===== src/rtl/pll_dri_pkg.sv =====
// Shared types and DRI field layout for the CCC PLL reconfiguration controller.
// Imported by the lock synchronizer and the controller top.
package pll_dri_pkg;

    localparam int DIV_W    = 7;
    localparam int DRI_DW   = 33;
    localparam int CTRL_W   = 11;
    localparam int ADDR_LSB = 3;
    localparam int ADDR_W   = 8;
    localparam int DRI_WR   = 2;
    localparam int DRI_RD   = 1;

    typedef enum logic [2:0] {
        S_BOOT_LOCK,
        S_IDLE,
        S_RD,
        S_RD_WAIT,
        S_WR,
        S_WAIT_UNLOCK,
        S_WAIT_LOCK,
        S_ERR
    } state_e;

    function automatic logic [CTRL_W-1:0] dri_cmd(
        input logic [ADDR_W-1:0] addr,
        input logic              wr,
        input logic              rd
    );
        logic [CTRL_W-1:0] c;
        c = '0;
        c[ADDR_LSB +: ADDR_W] = addr;
        c[DRI_WR] = wr;
        c[DRI_RD] = rd;
        return c;
    endfunction

endpackage


===== src/rtl/pll_dri_reconfig_ctrl_lock_sync.sv =====
// PLL lock synchronizer and stability filter.
// restart_i forces a fresh LOCK_STABLE count after a divider write.
module pll_lock_sync
    import pll_dri_pkg::*;
#(
    parameter int LOCK_STABLE = 64
) (
    input  logic clk,
    input  logic reset,
    input  logic pll_lock_i,
    input  logic restart_i,
    output logic lock_sync_o,
    output logic lock_ok_o
);

    localparam int CNT_W = $clog2(LOCK_STABLE + 1);
    localparam logic [CNT_W-1:0] CNT_MAX = CNT_W'(LOCK_STABLE - 1);

    logic [1:0]       sync_q;
    logic [CNT_W-1:0] cnt_q;
    logic             ok_q;

    // Two-flop synchronizer for the asynchronous PLL_LOCK.
    always_ff @(posedge clk) begin
        if (reset) sync_q <= '0;
        else       sync_q <= {sync_q[0], pll_lock_i};
    end

    // Count consecutive high samples; any low sample or restart drops lock.
    always_ff @(posedge clk) begin
        if (reset || restart_i || !sync_q[1]) begin
            cnt_q <= '0;
            ok_q  <= 1'b0;
        end else begin
            if (cnt_q != CNT_MAX) cnt_q <= cnt_q + CNT_W'(1);
            if (cnt_q == CNT_MAX) ok_q <= 1'b1;
        end
    end

    assign lock_sync_o = sync_q[1];
    assign lock_ok_o   = ok_q;

endmodule


===== src/rtl/pll_dri_reconfig_ctrl.sv =====
// Sequences a read-modify-write of the PLL OUT0 divider over DRI and
// holds the fabric in reset until the PLL re-locks.
module pll_dri_reconfig_ctrl
    import pll_dri_pkg::*;
#(
    parameter logic [7:0] DIV0_REG_ADDR = 8'h0C,
    parameter int DIV_LSB      = 8,
    parameter int RD_LATENCY   = 2,
    parameter int LOCK_STABLE  = 64,
    parameter int UNLOCK_WAIT  = 256,
    parameter int LOCK_TIMEOUT = 65535
) (
    input  logic              clk,
    input  logic              reset,
    input  logic              cfg_valid,
    output logic              cfg_ready,
    input  logic [DIV_W-1:0]  cfg_div,
    output logic              busy,
    output logic              done,
    output logic              error,
    output logic [DIV_W-1:0]  cur_div,
    input  logic              pll_lock,
    output logic [CTRL_W-1:0] dri_ctrl,
    output logic [DRI_DW-1:0] dri_wdata,
    input  logic [DRI_DW-1:0] dri_rdata,
    output logic              dri_arst_n,
    output logic              fab_rst
);

    localparam int TMR_W = $clog2(LOCK_TIMEOUT + 1);
    localparam logic [TMR_W-1:0] T_LOCK = TMR_W'(LOCK_TIMEOUT - 1);
    localparam logic [TMR_W-1:0] T_UNL  = TMR_W'(UNLOCK_WAIT - 1);
    localparam logic [TMR_W-1:0] T_RD   = TMR_W'(RD_LATENCY - 1);
    localparam logic [DRI_DW-1:0] DIV_MASK =
        DRI_DW'({DIV_W{1'b1}}) << DIV_LSB;

    state_e            state_q;
    logic [TMR_W-1:0]  tmr_q;
    logic [DIV_W-1:0]  div_q;
    logic [DIV_W-1:0]  cur_q;
    logic [CTRL_W-1:0] ctrl_q;
    logic [DRI_DW-1:0] wdata_q;
    logic              ready_q;
    logic              busy_q;
    logic              done_q;
    logic              err_q;
    logic              fab_q;
    logic              lock_sync;
    logic              lock_ok;
    logic              unl_exit;

    assign unl_exit = (state_q == S_WAIT_UNLOCK) &&
                      (!lock_sync || tmr_q >= T_UNL);

    pll_lock_sync #(
        .LOCK_STABLE (LOCK_STABLE)
    ) u_lock (
        .clk         (clk),
        .reset       (reset),
        .pll_lock_i  (pll_lock),
        .restart_i   (unl_exit),
        .lock_sync_o (lock_sync),
        .lock_ok_o   (lock_ok)
    );

    // Reconfiguration FSM with registered outputs and per-state timer.
    always_ff @(posedge clk) begin
        if (reset) begin
            state_q <= S_BOOT_LOCK;
            tmr_q   <= '0;
            div_q   <= '0;
            cur_q   <= '0;
            ctrl_q  <= '0;
            wdata_q <= '0;
            ready_q <= 1'b0;
            busy_q  <= 1'b1;
            done_q  <= 1'b0;
            err_q   <= 1'b0;
            fab_q   <= 1'b1;
        end else begin
            done_q <= 1'b0;
            ctrl_q <= '0;
            if (tmr_q != '1) tmr_q <= tmr_q + TMR_W'(1);
            unique case (state_q)
                S_BOOT_LOCK: begin
                    if (lock_ok) begin
                        state_q <= S_IDLE;
                        tmr_q   <= '0;
                        fab_q   <= 1'b0;
                        ready_q <= 1'b1;
                        busy_q  <= 1'b0;
                    end else if (tmr_q >= T_LOCK) begin
                        state_q <= S_ERR;
                        tmr_q   <= '0;
                        err_q   <= 1'b1;
                        ready_q <= 1'b1;
                        busy_q  <= 1'b0;
                    end
                end
                S_IDLE, S_ERR: begin
                    if (cfg_valid) begin
                        div_q <= cfg_div;
                        tmr_q <= '0;
                        if (cfg_div == '0) begin
                            done_q <= 1'b1;
                            err_q  <= 1'b1;
                        end else begin
                            state_q <= S_RD;
                            ctrl_q  <= dri_cmd(DIV0_REG_ADDR, 1'b0, 1'b1);
                            err_q   <= 1'b0;
                            ready_q <= 1'b0;
                            busy_q  <= 1'b1;
                        end
                    end
                end
                S_RD: begin
                    state_q <= S_RD_WAIT;
                    tmr_q   <= '0;
                end
                S_RD_WAIT: begin
                    if (tmr_q >= T_RD) begin
                        state_q <= S_WR;
                        tmr_q   <= '0;
                        ctrl_q  <= dri_cmd(DIV0_REG_ADDR, 1'b1, 1'b0);
                        wdata_q <= (dri_rdata & ~DIV_MASK) |
                                   (DRI_DW'(div_q) << DIV_LSB);
                        fab_q   <= 1'b1;
                    end
                end
                S_WR: begin
                    state_q <= S_WAIT_UNLOCK;
                    tmr_q   <= '0;
                end
                S_WAIT_UNLOCK: begin
                    if (unl_exit) begin
                        state_q <= S_WAIT_LOCK;
                        tmr_q   <= '0;
                    end
                end
                S_WAIT_LOCK: begin
                    if (lock_ok) begin
                        state_q <= S_IDLE;
                        tmr_q   <= '0;
                        cur_q   <= div_q;
                        fab_q   <= 1'b0;
                        done_q  <= 1'b1;
                        ready_q <= 1'b1;
                        busy_q  <= 1'b0;
                    end else if (tmr_q >= T_LOCK) begin
                        state_q <= S_ERR;
                        tmr_q   <= '0;
                        err_q   <= 1'b1;
                        ready_q <= 1'b1;
                        busy_q  <= 1'b0;
                    end
                end
            endcase
        end
    end

    assign cfg_ready  = ready_q;
    assign busy       = busy_q;
    assign done       = done_q;
    assign error      = err_q;
    assign cur_div    = cur_q;
    assign dri_ctrl   = ctrl_q;
    assign dri_wdata  = wdata_q;
    assign dri_arst_n = ~reset;
    assign fab_rst    = fab_q;

endmodule

===== config.mk =====
export PLATFORM = sky130hd
export DESIGN_NAME = pll_dri_reconfig_ctrl
export DESIGN_NICKNAME = d
export VERILOG_FILES = /design/src/rtl/pll_dri_pkg.sv /design/src/rtl/pll_dri_reconfig_ctrl_lock_sync.sv /design/src/rtl/pll_dri_reconfig_ctrl.sv
export SDC_FILE = /design/constraint.sdc
export NUM_CORES = 1
export LEC_CHECK = 0
export ABC_CLOCK_PERIOD_IN_PS = 3730
export CAP_MARGIN = 20
export CORE_ASPECT_RATIO = 1.75
export CORE_MARGIN = 2
export CORE_UTILIZATION = 52
export DETAILED_ROUTE_END_ITERATION = 6
export PLACE_DENSITY = 0.83
export SYNTH_ARGS = -nofsm -noshare
export SYNTH_HDL_FRONTEND = slang
export SYNTH_SLANG_ARGS = --single-unit

===== constraint.sdc =====
create_clock -name clk -period 3.73 [get_ports clk]
set_clock_uncertainty 0.15 [all_clocks]
set_input_delay 0.746 -clock clk [delete_from_list [all_inputs] [get_ports clk]]
set_output_delay 0.746 -clock clk [all_outputs]
set_load 0.005 [all_outputs]

; ---- Yosys cells after proc, flatten, opt, wreduce, memory -nomap -nowiden
; Cells that the tools add are included.
[classes]
bitwise = 2
n_mul = 0
n_addsub = 2
n_reduce_logical = 19
n_mux = 38
n_div = 0
eq_ne = 18
shifts = 0
n_lt_le_gt_ge = 3
[ops]
columns = cell, n
row1 = 2-to-1 mux 16 bit, 6
row2 = one-hot mux 16 bit (5 select lines), 1
row3 = bitwise OR 33 x 15 -> 33 bit, 1
row4 = 2-to-1 mux 7 bit, 3
row5 = 2-to-1 mux 3 bit, 6
row6 = one-hot mux 3 bit (6 select lines), 1
row7 = "adder 16 x 1 -> 16 bit, second input constant", 1
row8 = ">= comparator 16 x 1 -> 1 bit, second input constant", 1
row9 = ">= comparator 16 bit, second input constant", 1
row10 = ">= comparator 16 x 8 -> 1 bit, second input constant", 1
row11 = "inequality test 16 bit, second input constant", 1
row12 = 2-to-1 mux 1 bit, 15
row13 = one-hot mux 7 bit (2 select lines), 1
row14 = "== test 3 bit, second input constant", 4
row15 = one-hot mux 1 bit (2 select lines), 5
row16 = "inequality test 2 bit, second input constant", 4
row17 = AND reduction 4 bit, 2
row18 = "adder 7 x 1 -> 7 bit, second input constant", 1
row19 = "== test 7 x 6 -> 1 bit, second input constant", 1
row20 = zero test 7 bit, 1
row21 = "inequality test 7 x 6 -> 1 bit, second input constant", 1
row22 = "== test 3 x 2 -> 1 bit, second input constant", 2
row23 = "inequality test 2 x 1 -> 1 bit, second input constant", 3
row24 = AND reduction 2 bit, 3
row25 = other kinds (11), 16
[totals]
output_inout_bits = 57
mem_bits_rw = 0
reg_bits = 92
latchBits = 0
memories = 0
mem_bits_ro = 0
word_cells = 96
input_bits = 44

; ---- Depth between registers and ports, before layout
[depth]
depth_word = 5
ltp_mapped = 9
ltp_nobuf = 7

; ---- By module
; Synthesis repeated with hierarchy kept, for this count alone.
[unflattened]
cells_unflattened = 410
area_unflattened_um2 = 3570.9
[by_module_without_submodules]
columns = module, n_inst, cells_each, area_each_um2, seq_area_each_um2
row1 = pll_dri_reconfig_ctrl, 1, 370, 3155.5, 1481.4
row2 = pll_lock_sync, 1, 40, 415.4, 200.2

; ---- Least setup slack after synthesis
; No wires, ideal clock.
[synth_timing]
kind = input to register
start = in cfg_div[3]
end = reg state_q[1]
required_ns = 3.480
setup_ns = 0.100
arrival_ns = 2.422
setup_slack_ns = 1.058
cell_stages = 6
path_buffers = 1
cell_sequence = or4_4 o41a_1 o22a_4 and3_4 buf_6 a2111oi_4
[synth_via]
elab_chain_len = 3
[synth_rtl]
columns = item, line
row1 = from (decl), pll_dri_reconfig_ctrl.sv:17  ; input logic [DIV_W-1:0] cfg_div,
row2 = zero test 7 bit, pll_dri_reconfig_ctrl.sv:104  ; if (cfg_div == '0) begin
row3 = inequality test 2 bit (no source line), n/a
row4 = AND reduction 5 bit (no source line), n/a
row5 = to (signal assigned), pll_dri_reconfig_ctrl.sv:108  ; state_q <= S_RD;
row6 = to (signal assigned), pll_dri_reconfig_ctrl.sv:117  ; state_q <= S_RD_WAIT;
row7 = to (signal assigned), pll_dri_reconfig_ctrl.sv:122  ; state_q <= S_WR;
row8 = to (decl), pll_dri_reconfig_ctrl.sv:37  ; state_e state_q;
; Every way passes these cells.
; A chain may end at the register's enable or synchronous reset.

; ---- Worst setup path in the final report
; Same ends and word-level chain as after synthesis.

==> impl_metrics.toml <==
[cts]
clk-insertion-delay-late_ps = 340
clk_pin_slew_worst_paths_ps = 60
cts.sinks = 84
cts_tree = "yes"
htreeDepth = 3
clock-root-buffer = "clkbuf_16"
cts_made_buffers = 9
clk_path_buf_depth = 2
hold_buffers = 0
ctsResizeCount = 0
post_cts_buffers = 0

[sta]
min_period_ps = 3008
rsz0062_at_grt = "no"
maxSlewViolCount = 0
relSlewSlack = 0.4041
setup_viol = 0
period_share = 0.8064
fmax_mhz = 332.5
final_hold_viol_count = 0
finalSetupTns_ps = 0
worst_pin_slew_ps = 885.6

[drt]
drtIter0Drc = 199
num_vias = 3067
via_per_inst = 5.315
drt-total-wl_um = 8441
drt-pass1-iter-count = 5
wire_per_inst_um = 14.63
drc = 0
antenna_left = 0

[floorplan]
io_pins = 101
rows = 40
core_mm2 = 0.006857
die_h_um = 115.1
die_x_um = 67.47
initial_core_util = 0.5347
dieArea_mm2 = 0.007764

[global_routing]
grt_pass1_wl_um = 13340
grt_pass1_vias = 2921
overflow = 0
grt_max_degree = 70
grt_usage = 0.2262
antenna_found_initial = 0

[setup_path]
cp_cell_sequence = "clkdlybuf4s50_1 -> or4_4 -> o41a_1 -> o22a_4 -> and3_4 -> a2111oi_4"
cpPeakStageDelay_ps = 550
arrival_ps = 3100
crit_type = "in -> reg"
critPathSlowestCell = "or4_4"
crit_fanout = 34
start_kind = "primary input"
reg2reg_from = "tmr_q[4]"
crit_path_start = "cfg_div[3]"
worst_setup_path_end_kind = "flip-flop"
critPathRequiredTime_ps = 3820
rr_worst_depth = 5

[logic_synthesis]
synthTopCellsByCount = "95 x nand2_1, 84 x dfxtp_1, 41 x mux2i_1"
async_reset_ff_frac = 0
synth_flop_cell = "dfxtp_1"
synth.yosys.seq_area_share = 0.4587
synth_edf_count = 0
synth_area_leaders = "dfxtp_1 46%, mux2i_1 11%, nand2_1 9.7%"
synthMostInstantiatedCell = "nand2_1"
yosys.area.top_type = "dfxtp_1"
yosys.area.top_type_share = 0.4587
avgSynthCellArea_um2 = 8.920
syn_area_mm2 = 0.003666
synth_seq_cells = 84
syn_inst = 411
synth_cell_type_count = 46
ys_warn_count = 0

[power_and_ir_drop]
internal_power_uw = 1798
p_seq_frac = 0.426
finalPower_uw = 2475
p_switching_uw = 676.6
pwr-share-clk = 0.355
powerDensity_mw_per_mm2 = 517.5
power_frac_comb = 0.219
p_leak_uw = 0.001701
switching_share = 0.2734
vdd_ir_drop_max_mv = 0.4224

[final_layout]
syn_to_final_growth_pct = 30.44
fillers = 540
drive_above_1_share = 0.05071
antenna_cells = 0
layout.area.seq_mm2 = 0.001682
multi_input_area_mm2 = 0.001788
finalNetCount = 537

[place]
globalplace.congestion = 0.8827
port_buffers = 86
hpwlAfterDp_um = 5963

[min_path]
hold_start = "u_lock.sync_q[0]"
min_path_cells = 1
hold_class = "reg -> reg"

[status]
outcome = "finished, final reports clean"

[job]
drv_cap = 0
==> worst paths after layout <==
check / to / slack, ps
setup / recovery: state_q[1] / 720
hold / removal: u_lock.sync_q[1] / 290
setup reg to reg: dri_wdata[6] / 1080
hold reg to reg: u_lock.sync_q[1] / 290
==> cell usage in the layout, fill, tap and decap left out, types with 2 or more instances in the layout <==
master | synthesis | routed
nor4_1 | 8 | 8
nor2b_1 | 3 | 3
inv_1 | 4 | 4
clkbuf_1 | 16 | 4
o211ai_1 | 2 | 2
nor3_1 | 9 | 9
and3_1 | 4 | 4
xor2_1 | 7 | 7
and3b_1 | 2 | 2
nand2_1 | 95 | 95
ha_1 | 5 | 5
a211oi_1 | 2 | 2
a31oi_1 | 5 | 5
o21ai_0 | 5 | 5
nand4_1 | 10 | 10
clkbuf_8 | 0 | 2
nor3b_1 | 2 | 2
nand3_1 | 8 | 8
conb_1 | 1 | 7
or3_1 | 2 | 2
xnor2_1 | 11 | 11
a21oi_1 | 14 | 14
dfxtp_1 | 84 | 84
clkbuf_16 | 0 | 9
nor2_1 | 38 | 38
mux2i_1 | 41 | 41
or2_2 | 3 | 3
buf_4 | 8 | 4
clkdlybuf4s50_1 | 0 | 86
==> kinds of logic (layout without fill, tap and decap cells) <==
family          after synthesis  in the layout  share of synthesized area
compound gates               38             38                    0.07543
mux                          41             41                     0.1119
fa+ha+maj                     5              5                    0.01706
simple gates                189            189                     0.2331
flops                        84             84                     0.4587
buf+inv                      35            111                    0.05972
xor+xnor                     18             18                    0.04300
other cells                   1              7                   0.001023
==> critical path, delay by kind of cell <==
kind / cells / cell delay (ps)
buf+inv: 1 / 430
simple gates: 2 / 920
compound gates: 3 / 980
==> cell type report <==
class	count	area share
Clock buffer	15	0.05599
Inverter	5	0.003925
Tap cell	84	0.02198
Sequential cell	84	0.3516
Multi-Input combinational cell	298	0.3739
Timing Repair Buffer	90	0.1863
Clock inverter	1	0.006279
==> registers in the layout, indices dropped and copies added, names as in the netlist <==
name              count
dri_wdata            33
tmr_q                16
cur_div               7
div_q                 7
u_lock.cnt_q          7
dri_ctrl              3
state_q               3
u_lock.sync_q         2
busy                  1
cfg_ready             1
done                  1
error                 1
fab_rst               1
u_lock.lock_ok_o      1
==> power groups by stage <==
stage	Combinational (µW)	Clock [µW]	Sequential [µW]
after floorplan	396	0	1030
after global placement	513	0	1070
after detailed placement	529	0	1070
after CTS	534	891	1050
after global routing	599	920	1060
final	543	878	1050
==> routing by layer <==
metal	vias to the layer above	wire length [µm]	global-route usage
li1	1546	-	-
met1	1413	3272	0.2407
met2	93	4459	0.4039
met3	15	496	0.04599
met4	0	214	0.1197
met5	-	0	0
==> metrics by stage <==
step,cell area (µm²),util,worst slack (ps),hold WS [ps],std cells
floorplan,3689,-,1058,263.8,417
global placement,4477,0.6529,414.3,268.6,560
detailed placement,4477,0.6529,386.8,287.4,560
CTS,4775,0.6964,737.3,300.0,576
global route,4782,0.6974,634.6,313.9,577
finish,4782,0.6974,722.0,294.4,577
Power figures use the tool's default switching activity.
